--- config.mk ---
export PLATFORM = sky130hd
export DESIGN_NAME = range_decoder_core
export DESIGN_NICKNAME = d
export VERILOG_FILES = /design/src/rtl/range_decoder_core.sv
export SDC_FILE = /design/constraint.sdc
export NUM_CORES = 1
export LEC_CHECK = 0
export CAP_MARGIN = 20
export CORE_UTILIZATION = 45
export DETAILED_ROUTE_END_ITERATION = 10
export PLACE_DENSITY = 0.67
export SLEW_MARGIN = 20
export SYNTH_ARGS = -nofsm -noshare
export SYNTH_HDL_FRONTEND = slang
export SYNTH_SLANG_ARGS = --single-unit
--- constraint.sdc ---
create_clock -name clk -period 14.4 [get_ports clk]
set_clock_uncertainty 0.2 [all_clocks]
set_input_delay 3.6 -clock clk [delete_from_list [all_inputs] [get_ports clk]]
set_output_delay 3.6 -clock clk [all_outputs]
set_load 0.02 [all_outputs]
--- src/rtl/range_decoder_core.sv ---
// range_decoder_core: binary range-decoding engine. Takes one bin request at a
// time (adaptive probability or equiprobable bypass), updates range R and code
// C, and pulls bitstream bytes to renormalise R back above 2^(RANGE_W-8).
module range_decoder_core #(
   parameter int RANGE_W = 24,
   parameter int PROB_W  = 12,
   parameter int CNT_W   = 16
) (
   input  logic               clk,
   input  logic               reset,
   input  logic               init_pulse,
   input  logic               dec_valid,
   output logic               dec_ready,
   input  logic [PROB_W-1:0]  dec_prob,
   input  logic               dec_bypass,
   input  logic [7:0]         in_byte,
   input  logic               in_valid,
   output logic               in_ready,
   output logic               out_valid,
   output logic               out_bit,
   output logic [RANGE_W-1:0] range_out,
   output logic [CNT_W-1:0]   bytes_consumed,
   output logic               error_flag,
   output logic               busy
);

   typedef enum logic [2:0] {
      S_IDLE,
      S_INIT,
      S_READY,
      S_DECODE,
      S_RENORM,
      S_ERROR
   } state_t;

   localparam int NB   = RANGE_W / 8;
   localparam int IC_W = $clog2(NB) + 1;
   // Renormalisation threshold 2^(RANGE_W-8)
   localparam logic [RANGE_W-1:0] R_MIN = {7'h00, 1'b1, {(RANGE_W-8){1'b0}}};

   state_t             state;
   logic [RANGE_W-1:0] r_q;
   logic [RANGE_W-1:0] c_q;
   logic [CNT_W-1:0]   cnt_q;
   logic [IC_W-1:0]    init_cnt;
   logic [PROB_W-1:0]  prob_q;
   logic               bypass_q;
   logic               bit_pend;

   logic               byte_take;
   logic [CNT_W-1:0]   cnt_inc;
   logic [RANGE_W-1:0] prod;
   logic [RANGE_W-1:0] split;
   logic               dec_ge;
   logic [RANGE_W-1:0] dec_r;
   logic [RANGE_W-1:0] dec_c;
   logic [RANGE_W-1:0] ren_r;
   logic [RANGE_W-1:0] ren_c;

   // Handshake/status flags decoded from the registered state; init_pulse
   // blocks byte intake in the cycle it aborts a stream.
   assign dec_ready      = (state == S_READY);
   assign busy           = (state == S_INIT) || (state == S_DECODE) || (state == S_RENORM);
   assign in_ready       = ((state == S_INIT) || (state == S_RENORM)) && !init_pulse;
   assign byte_take      = in_valid && in_ready;
   assign range_out      = r_q;
   assign bytes_consumed = cnt_q;

   // Saturating byte count
   assign cnt_inc = (cnt_q == '1) ? cnt_q : cnt_q + 1'b1;

   // (R >> PROB_W) has RANGE_W-PROB_W significant bits, so the product fits RANGE_W
   assign prod   = (r_q >> PROB_W) * RANGE_W'(prob_q);
   assign split  = bypass_q ? (r_q >> 1) : prod;
   assign dec_ge = (c_q >= split);
   assign dec_r  = dec_ge ? (r_q - split) : split;
   assign dec_c  = dec_ge ? (c_q - split) : c_q;

   // Byte shift used by both stream init and renormalisation
   assign ren_r  = {r_q[RANGE_W-9:0], 8'h00};
   assign ren_c  = {c_q[RANGE_W-9:0], in_byte};

   // Decoder FSM with registered datapath and result outputs
   always_ff @(posedge clk) begin
      if (reset) begin
         state      <= S_IDLE;
         r_q        <= '0;
         c_q        <= '0;
         cnt_q      <= '0;
         init_cnt   <= '0;
         prob_q     <= '0;
         bypass_q   <= 1'b0;
         bit_pend   <= 1'b0;
         out_valid  <= 1'b0;
         out_bit    <= 1'b0;
         error_flag <= 1'b0;
      end else begin
         out_valid <= 1'b0;
         if (init_pulse) begin
            state      <= S_INIT;
            r_q        <= '1;
            c_q        <= '0;
            cnt_q      <= '0;
            init_cnt   <= '0;
            error_flag <= 1'b0;
         end else begin
            unique case (state)
               S_IDLE: begin
               end
               S_INIT: begin
                  if (byte_take) begin
                     c_q      <= ren_c;
                     cnt_q    <= cnt_inc;
                     init_cnt <= init_cnt + 1'b1;
                     if (init_cnt == IC_W'(NB - 1)) begin
                        if (ren_c >= r_q) begin
                           state      <= S_ERROR;
                           error_flag <= 1'b1;
                        end else begin
                           state <= S_READY;
                        end
                     end
                  end
               end
               S_READY: begin
                  if (dec_valid) begin
                     prob_q   <= dec_prob;
                     bypass_q <= dec_bypass;
                     state    <= S_DECODE;
                  end
               end
               S_DECODE: begin
                  if (!bypass_q && (prob_q == '0)) begin
                     state      <= S_ERROR;
                     error_flag <= 1'b1;
                  end else begin
                     r_q      <= dec_r;
                     c_q      <= dec_c;
                     bit_pend <= dec_ge;
                     if (dec_c >= dec_r) begin
                        state      <= S_ERROR;
                        error_flag <= 1'b1;
                     end else if (dec_r >= R_MIN) begin
                        state     <= S_READY;
                        out_valid <= 1'b1;
                        out_bit   <= dec_ge;
                     end else begin
                        state <= S_RENORM;
                     end
                  end
               end
               S_RENORM: begin
                  if (byte_take) begin
                     r_q   <= ren_r;
                     c_q   <= ren_c;
                     cnt_q <= cnt_inc;
                     if (ren_c >= ren_r) begin
                        state      <= S_ERROR;
                        error_flag <= 1'b1;
                     end else if (ren_r >= R_MIN) begin
                        state     <= S_READY;
                        out_valid <= 1'b1;
                        out_bit   <= bit_pend;
                     end
                  end
               end
               S_ERROR: begin
               end
               default: state <= S_IDLE;
            endcase
         end
      end
   end

endmodule

==> Word level (Yosys, flattened, before mapping) <==
Cells that the tools add are included.
{ "totals": {"elab_cells": 126, "regBits": 87, "out_inout_bits": 46, "input_bits": 26} }
{ "classes": {"multipliers": 1, "eq_ne": 28, "add_sub_neg": 4, "reduce_logical": 27, "n_bitwise": 4, "magnitude_cmp": 6, "muxes": 44} }
{ "op_table": {"columns": ["cell", "count"], "rows": [
  ["$mux W24", 8],
  ["$ge A24 B24 Y1", 4],
  ["$pmux W24 S2", 2],
  ["$ge A24 B17 Y1 const B", 2],
  ["$sub A24 B24 Y24", 2],
  ["$mux W3", 10],
  ["$mul A12 B12 Y24", 1],
  ["$mux W1", 20],
  ["$add A16 B1 Y16 const B", 1],
  ["$eq A16 B16 Y1 const B", 1],
  ["$pmux W3 S5", 1],
  ["$reduce_and A3 Y1", 5],
  ["$ne A2 B1 Y1 const B", 7],
  ["$logic_not A12 Y1", 1],
  ["$ne A2 B2 Y1 const B", 6],
  ["$ne A3 B3 Y1 const B", 4],
  ["$reduce_and A6 Y1", 2],
  ["$eq A3 B2 Y1 const B", 3],
  ["$reduce_and A8 Y1", 1],
  ["$reduce_and A7 Y1", 1],
  ["$eq A3 B3 Y1 const B", 2],
  ["$ne A3 B1 Y1 const B", 2],
  ["$reduce_bool A3 Y1", 2],
  ["$reduce_or A2 Y1", 3],
  ["13 further kinds", 23]
]} }

==> Longest topological paths before layout <==
{ "logic_depth": {"depth_word": 10, "depth_mapped": 48, "mapped_depth_nobuf": 43} }

==> Least setup slack after synthesis <==
No wires, ideal clock.
{ "synth_path": {"path_kind": "reg2reg", "start": "reg r_q[21] (netlist: range_out[21])", "end": "reg out_bit", "synth_period_minus_slack_ns": 9.615, "arrival_ns": 9.314, "slack_ns": 4.785, "required_ns": 14.099, "setup_ns": 0.101, "n_path_buf": 4, "stages_incl_launch_ff": 45, "path_cell_list": "dfxtp_1 > clkbuf_1 > clkbuf_1 > nand2_1 > fa_1 > fa_1 > inv_1 > fa_1 > fa_1 > inv_1 > fa_1 > inv_1 > ha_1 > o21ai_0 > o21bai_1 > a211oi_1 > nor2_1 > o21a_1 > [... 9 more ...] > o211ai_1 > o21ai_4 > nand2_4 > buf_4 > mux2_2 > ha_1 > a21o_1 > a21o_1 > a21o_1 > a21o_1 > a21oi_1 > o21ai_0 > a21oi_1 > o211a_1 > a21oi_1 > a2111oi_0 > o21ai_0 > o41ai_1"} }
{ "synth_between": {"elab_chain_len": 7, "elab_cells_between_ends": 16, "classes_between": "add/sub (2); mul (1); order compare (3); eq/ne (2); mux (7); reduce/logical (1)"} }
{ "synth_lines": {"columns": ["element", "line", "source"], "rows": [
  ["start, declared", "42", "logic [RANGE_W-1:0] r_q;"],
  ["start signal, assigned", "137", "r_q <= dec_r;"],
  ["start signal, assigned", "154", "r_q <= ren_r;"],
  ["$mul A12 B12 Y24", "73", "assign prod = (r_q >> PROB_W) * RANGE_W'(prob_q);"],
  ["$mux W24", "74", "assign split = bypass_q ? (r_q >> 1) : prod;"],
  ["$sub A24 B24 Y24, or another cell as far along", "76", "assign dec_r = dec_ge ? (r_q - split) : split;"],
  ["$mux W24, or another cell as far along", "76", null],
  ["$ge A24 B17 Y1, or another cell as far along", "143", "end else if (dec_r >= R_MIN) begin"],
  ["$ne A2 B1 Y1 (no line), or another cell as far along", null, null],
  ["$reduce_and A8 Y1 (no line) / $pmux W1 S2 (equally long branches)", null, null],
  ["end signal, assigned", "146", "out_bit <= dec_ge;"],
  ["end signal, assigned", "163", "out_bit <= bit_pend;"],
  ["end, declared", "20", "output logic out_bit,"]
]} }
Parallel ways exist; a longest one is shown, timed or not. The select of a mux whose other input is x is not followed.
A chain may end at the register's enable or synchronous reset.

==> Worst setup path in the final report <==
{ "layout_path": {"start": "reg r_q[22] (netlist: range_out[22])", "end": "reg out_bit"} }
Same word-level chain as after synthesis.

==> report_table.html <==
<table>
<tr><th>Metric</th><th>Value</th></tr>
<tr><th colspan="2">Status</th></tr>
<tr><td>Run status</td><td>completed</td></tr>
<tr><th colspan="2">STA</th></tr>
<tr><td>Total setup violations reported at the end of the flow</td><td>0</td></tr>
<tr><td>Worst slew slack as a fraction of its limit</td><td>0.279</td></tr>
<tr><td>Setup total negative slack</td><td>0 ns</td></tr>
<tr><td>Least-Margin Pin Slew</td><td>between 1 and 1.5 ns</td></tr>
<tr><td>Max frequency</td><td>89.7 MHz</td></tr>
<tr><td>Final-report hold violation count</td><td>0</td></tr>
<tr><td>Final critical-path share of the clock period</td><td>0.774</td></tr>
<tr><td>Unrepaired setup endpoints after global routing</td><td>no</td></tr>
<tr><td>Slew Limit Fails</td><td>0</td></tr>
<tr><td>Post-layout min period</td><td>~11 ns</td></tr>
<tr><th colspan="2">Detailed routing</th></tr>
<tr><td>Initial drt markers</td><td>1,049</td></tr>
<tr><td>Routed length per placed instance</td><td>19.1 µm</td></tr>
<tr><td>Number of detailed-route iterations in the first pass</td><td>5</td></tr>
<tr><td>Via count of the routed design</td><td>around 13,000</td></tr>
<tr><td>Routed Wire Length</td><td>about 41 mm</td></tr>
<tr><td>Final routed DRC violation total</td><td>0</td></tr>
<tr><td>Remaining number of nets flagged by the antenna check after routing</td><td>0</td></tr>
<tr><td>Routed via count divided by cell count</td><td>about 5.9</td></tr>
<tr><th colspan="2">CTS</th></tr>
<tr><td>H-tree depth</td><td>3</td></tr>
<tr><td>Maximum number of buffers from clock root to sink</td><td>2</td></tr>
<tr><td>Number of gates given a new drive strength after cts</td><td>0</td></tr>
<tr><td>Clock edge transition at the registers on the reported setup and hold paths</td><td>approximately 0.080 ns</td></tr>
<tr><td>Clock tree from TritonCTS</td><td>yes</td></tr>
<tr><td>Hold bufs inserted after CTS</td><td>0</td></tr>
<tr><td>Total clock buffers created by CTS</td><td>9</td></tr>
<tr><td>Clk Latency, worst-skew pair</td><td>roughly 0.38 ns</td></tr>
<tr><td>Number of buffers added for setup after CTS</td><td>0</td></tr>
<tr><td>Clock sink count</td><td>87</td></tr>
<tr><td>Root Buffer</td><td>sky130_fd_sc_hd__clkbuf_16</td></tr>
<tr><th colspan="2">Critical path</th></tr>
<tr><td>Slowest stage cell, crit path</td><td>sky130_fd_sc_hd__dfxtp_1</td></tr>
<tr><td>Setup slack on the worst flop-to-flop path</td><td>~3.2 ns</td></tr>
<tr><td>WS Path Type</td><td>flop to flop</td></tr>
<tr><td>Launch instance of the worst register-to-register path</td><td>range_out[22]$_SDFFE_PP0P_</td></tr>
<tr><td>Delay contributed by the slowest stage of the critical path</td><td>between 0.9 and 1 ns</td></tr>
<tr><td>Type of element capturing the critical path</td><td>flop</td></tr>
<tr><td>Critical path fanouts, max</td><td>57</td></tr>
<tr><td>Cells on worst reg2reg path</td><td>40</td></tr>
<tr><td>Worst reg2reg endpoint</td><td>out_bit$_SDFFE_PP0P_</td></tr>
<tr><td>Type of element launching the critical path</td><td>flop</td></tr>
<tr><td>WP buf/inv</td><td>4</td></tr>
<tr><td>WP data required</td><td>between 10 and 15 ns</td></tr>
<tr><td>Top delay family on crit path</td><td>compound AO/OA/AOI/OAI gates</td></tr>
<tr><td>Arr. time, crit path</td><td>approximately 11 ns</td></tr>
<tr><th colspan="2">Place</th></tr>
<tr><td>Buffers on Ports</td><td>71</td></tr>
<tr><td>Global placement routability congestion</td><td>just under 1</td></tr>
<tr><td>Post-place instance area</td><td>between 10,000 and 15,000 µm²</td></tr>
<tr><td>Final HPWL DP</td><td>32.2 mm</td></tr>
<tr><th colspan="2">Final layout</th></tr>
<tr><td>Layout filler cell count</td><td>just under 3,000</td></tr>
<tr><td>Synth-to-layout area growth</td><td>8.68%</td></tr>
<tr><td>Fin nets</td><td>~2,100</td></tr>
<tr><td>Post-layout util</td><td>0.501</td></tr>
<tr><td>Antenna diodes</td><td>0</td></tr>
<tr><td>Proportion of layout cells with a drive suffix above 1</td><td>0.0503</td></tr>
<tr><td>Non-Filler Cell Area, Final</td><td>15,000 µm²</td></tr>
<tr><th colspan="2">Yosys</th></tr>
<tr><td>Sequential element share of the synthesized area</td><td>0.126</td></tr>
<tr><td>XOR/XNOR share of the synthesized area</td><td>0.0457</td></tr>
<tr><td>Largest area contributor in the synthesized netlist</td><td>sky130_fd_sc_hd__ha_1</td></tr>
<tr><td>Share of Yosys cell area claimed by the top area cell type</td><td>0.154</td></tr>
<tr><td>Number of nets produced by synthesis</td><td>roughly 2,100</td></tr>
<tr><td>Fraction of the mapped netlist area in compound gates</td><td>0.191</td></tr>
<tr><td>Synthesized netlist cell count</td><td>~1,800</td></tr>
<tr><td>Synthesized-area fraction occupied by and/or/nand/nor cells</td><td>0.194</td></tr>
<tr><td>Cell area after synthesis</td><td>about 14,000 µm²</td></tr>
<tr><td>Adder and majority gate portion of the synthesized area</td><td>0.305</td></tr>
<tr><td>Most used flip-flop cell after synthesis</td><td>sky130_fd_sc_hd__dfxtp_1</td></tr>
<tr><td>Number of enable flip-flop cells after synthesis</td><td>0</td></tr>
<tr><td>Flip-flop and latch count after synthesis</td><td>a little under 90</td></tr>
<tr><td>Largest family of logic cells by synthesized area</td><td>adder cells</td></tr>
<tr><td>Total of warnings raised by yosys</td><td>0</td></tr>
<tr><td>Top area cells in the synthesized netlist</td><td>sky130_fd_sc_hd__ha_1, sky130_fd_sc_hd__fa_1, sky130_fd_sc_hd__dfxtp_1</td></tr>
<tr><td>Mean Syn Cell Area</td><td>just under 8 µm²</td></tr>
<tr><td>Ys async rst share</td><td>0</td></tr>
<tr><td>Unique masters post-synth</td><td>between 80 and 90</td></tr>
<tr><td>Share of cell area taken by muxes after synthesis</td><td>0.0564</td></tr>
<tr><th colspan="2">Global route</th></tr>
<tr><td>Via count of the first global-routing pass</td><td>12,500</td></tr>
<tr><td>Overall Global Routing Usage</td><td>0.270</td></tr>
<tr><td>First-pass GRT wire length</td><td>approximately 66 mm</td></tr>
<tr><td>Antenna violations before repair</td><td>0</td></tr>
<tr><td>Maximum number of pins on one net before global-route repair</td><td>58</td></tr>
<tr><td>Gr ovfl total</td><td>0</td></tr>
<tr><th colspan="2">Worst hold path</th></tr>
<tr><td>Depth of the worst hold-timing path</td><td>2</td></tr>
<tr><td>Worst min-delay path class</td><td>flop to flop</td></tr>
<tr><td>Endpoint of the worst hold path</td><td>error_flag$_SDFFE_PP0P_</td></tr>
<tr><td>Source of the worst hold timing path</td><td>error_flag$_SDFFE_PP0P_</td></tr>
<tr><th colspan="2">Floorplanning</th></tr>
<tr><td>Die area</td><td>31,300 µm²</td></tr>
<tr><td>Std cell rows</td><td>63</td></tr>
<tr><td>Die extent in x</td><td>approximately 180 µm</td></tr>
<tr><td>Effective utilization at floorplan</td><td>0.461</td></tr>
<tr><td>Number of primary I/O pins</td><td>72</td></tr>
<tr><td>Core area</td><td>between 20,000 and 30,000 µm²</td></tr>
<tr><td>Overall die height</td><td>177 µm</td></tr>
<tr><th colspan="2">Pwr</th></tr>
<tr><td>Power density over the cells</td><td>46.1 nW/µm²</td></tr>
<tr><td>Static Leak</td><td>7.00 nW</td></tr>
<tr><td>Worst IR drop on VDD</td><td>between 90 and 100 µV</td></tr>
<tr><th colspan="2">Flow run</th></tr>
<tr><td>Max Cap Viol</td><td>0</td></tr>
</table>
report_power, final:
part           leakage [nW]  total [mW]  switching (mW)  internal [mW]
Clock                 0.136       0.239           0.119          0.120
Combinational          6.15       0.182           0.107         0.0757
Sequential            0.709       0.269          0.0232          0.246
layout by cell type (no fill, tap or decap), types with 17 or more instances in the layout:
cell type / netlist / final
sky130_fd_sc_hd__dfxtp_1: 87 / 87
sky130_fd_sc_hd__clkdlybuf4s50_1: 0 / 70
sky130_fd_sc_hd__xor2_1: 26 / 26
sky130_fd_sc_hd__nand2b_1: 20 / 20
sky130_fd_sc_hd__mux2i_1: 35 / 35
sky130_fd_sc_hd__a21o_1: 39 / 39
sky130_fd_sc_hd__o21a_1: 17 / 17
sky130_fd_sc_hd__and2_1: 68 / 68
sky130_fd_sc_hd__fa_1: 102 / 102
sky130_fd_sc_hd__xnor2_1: 46 / 46
sky130_fd_sc_hd__a211oi_1: 25 / 25
sky130_fd_sc_hd__mux2_2: 33 / 33
sky130_fd_sc_hd__nor3_1: 22 / 21
sky130_fd_sc_hd__a21oi_1: 118 / 118
sky130_fd_sc_hd__nor2_1: 137 / 137
sky130_fd_sc_hd__nand2_1: 203 / 203
sky130_fd_sc_hd__o21ai_0: 84 / 84
sky130_fd_sc_hd__inv_1: 199 / 199
sky130_fd_sc_hd__nand4_1: 19 / 19
sky130_fd_sc_hd__ha_1: 170 / 170
sky130_fd_sc_hd__nor2b_1: 17 / 17
sky130_fd_sc_hd__nand3_1: 25 / 25
how the worst max path moves through the flow:
stage                                from              endpoint  slack, ns  depth (start not counted)
6_report       range_out[22]$_SDFFE_PP0P_  out_bit$_SDFFE_PP0P_       3.25                         40
5_1_grt        range_out[14]$_SDFFE_PP0P_  out_bit$_SDFFE_PP0P_       2.55                         40
4_1_cts        range_out[22]$_SDFFE_PP0P_  out_bit$_SDFFE_PP0P_       3.39                         40
3_5_place_dp   range_out[22]$_SDFFE_PP0P_  out_bit$_SDFFE_PP0P_       3.45                         40
3_3_place_gp   range_out[22]$_SDFFE_PP0P_  out_bit$_SDFFE_PP0P_       3.71                         40
2_1_floorplan  range_out[21]$_SDFFE_PP0P_  out_bit$_SDFFE_PP0P_       4.78                         44
flip-flops by register name (all words and copies together), names as in the netlist:
name and flops:
out_valid 1, error_flag 1, bypass_q 1, bit_pend 1
out_bit 1, c_q 24, init_cnt 3, bytes_consumed 16
prob_q 12, range_out 24, state 3
synth_stat cells, types with 4 or more instances:
cell type                   instances
sky130_fd_sc_hd__mux2i_2            4
sky130_fd_sc_hd__a311oi_1           5
sky130_fd_sc_hd__clkbuf_1          65
sky130_fd_sc_hd__o211ai_1          14
sky130_fd_sc_hd__maj3_1             4
sky130_fd_sc_hd__nor4_1             8
sky130_fd_sc_hd__nand2b_1          20
sky130_fd_sc_hd__dfxtp_1           87
sky130_fd_sc_hd__or2_2              5
sky130_fd_sc_hd__mux2i_1           35
sky130_fd_sc_hd__mux2_2            33
sky130_fd_sc_hd__fa_1             102
sky130_fd_sc_hd__buf_6              4
sky130_fd_sc_hd__xnor2_1           46
sky130_fd_sc_hd__a221oi_1          15
sky130_fd_sc_hd__ha_1             170
sky130_fd_sc_hd__a211oi_1          25
sky130_fd_sc_hd__inv_1            199
sky130_fd_sc_hd__a21oi_1          118
sky130_fd_sc_hd__nor2_1           137
sky130_fd_sc_hd__nand2_1          203
sky130_fd_sc_hd__nand3_1           25
sky130_fd_sc_hd__xor2_1            26
sky130_fd_sc_hd__buf_1              5
sky130_fd_sc_hd__o31ai_1            4
sky130_fd_sc_hd__a2111oi_0          7
sky130_fd_sc_hd__nand4_1           19
sky130_fd_sc_hd__o2111ai_1          4
sky130_fd_sc_hd__and2_1            68
sky130_fd_sc_hd__o21ai_0           84
sky130_fd_sc_hd__o21bai_1           4
sky130_fd_sc_hd__or3_1              5
sky130_fd_sc_hd__nor2b_1           17
sky130_fd_sc_hd__o21a_1            17
sky130_fd_sc_hd__and3_1            13
sky130_fd_sc_hd__buf_2              7
sky130_fd_sc_hd__nor3_1            22
sky130_fd_sc_hd__a31oi_1           15
sky130_fd_sc_hd__a21o_1            39
kinds of logic (layout without fill, tap and decap cells):
group           after synthesis  count (layout)
xor+xnor                     72              72
flops                        87              87
simple gates                564             564
fa+ha+maj                   276             276
buf+inv                     284             297
mux                          72              72
compound gates              400             400
tightest hold or removal path: cells and delay by family (launching register included):
family / cells / cell delay, ns
flops: 1 / 0.33
compound gates: 1 / 0.04
simple gates: 1 / 0.07
through the flow:
stage,hold slack [ns],instances,power (mW),setup WS (ns)
after global placement,0.259,2142,0.450,3.71
after detailed placement,0.264,2142,0.452,3.45
after floorplan,0.249,1755,0.384,4.78
final,0.278,2158,0.690,3.25
after CTS,0.285,2158,0.692,3.39
after global routing,0.322,2158,0.719,2.55
area by class of cell:
cell class / instances / area [µm²] / share of cell area
Inverter: 200 / 751 / 0.0501
Clock buffer: 10 / 229 / 0.0153
Timing Repair Buffer: 81 / 781 / 0.0521
Sequential cell: 87 / 1740 / 0.116
Clock inverter: 6 / 50.0 / 0.00334
Multi-Input combinational cell: 1384 / 10900 / 0.730
Tap cell: 390 / 488 / 0.0326
layer usage:
metal,vias to the layer above,track usage,routed length [µm]
met5,-,0,0
met4,0,0.103,1260
met3,79,0.0365,2620
met2,469,0.442,18800
met1,6173,0.358,18400
li1,6037,-,-
No activity file was read; power rests on OpenSTA's default activity.
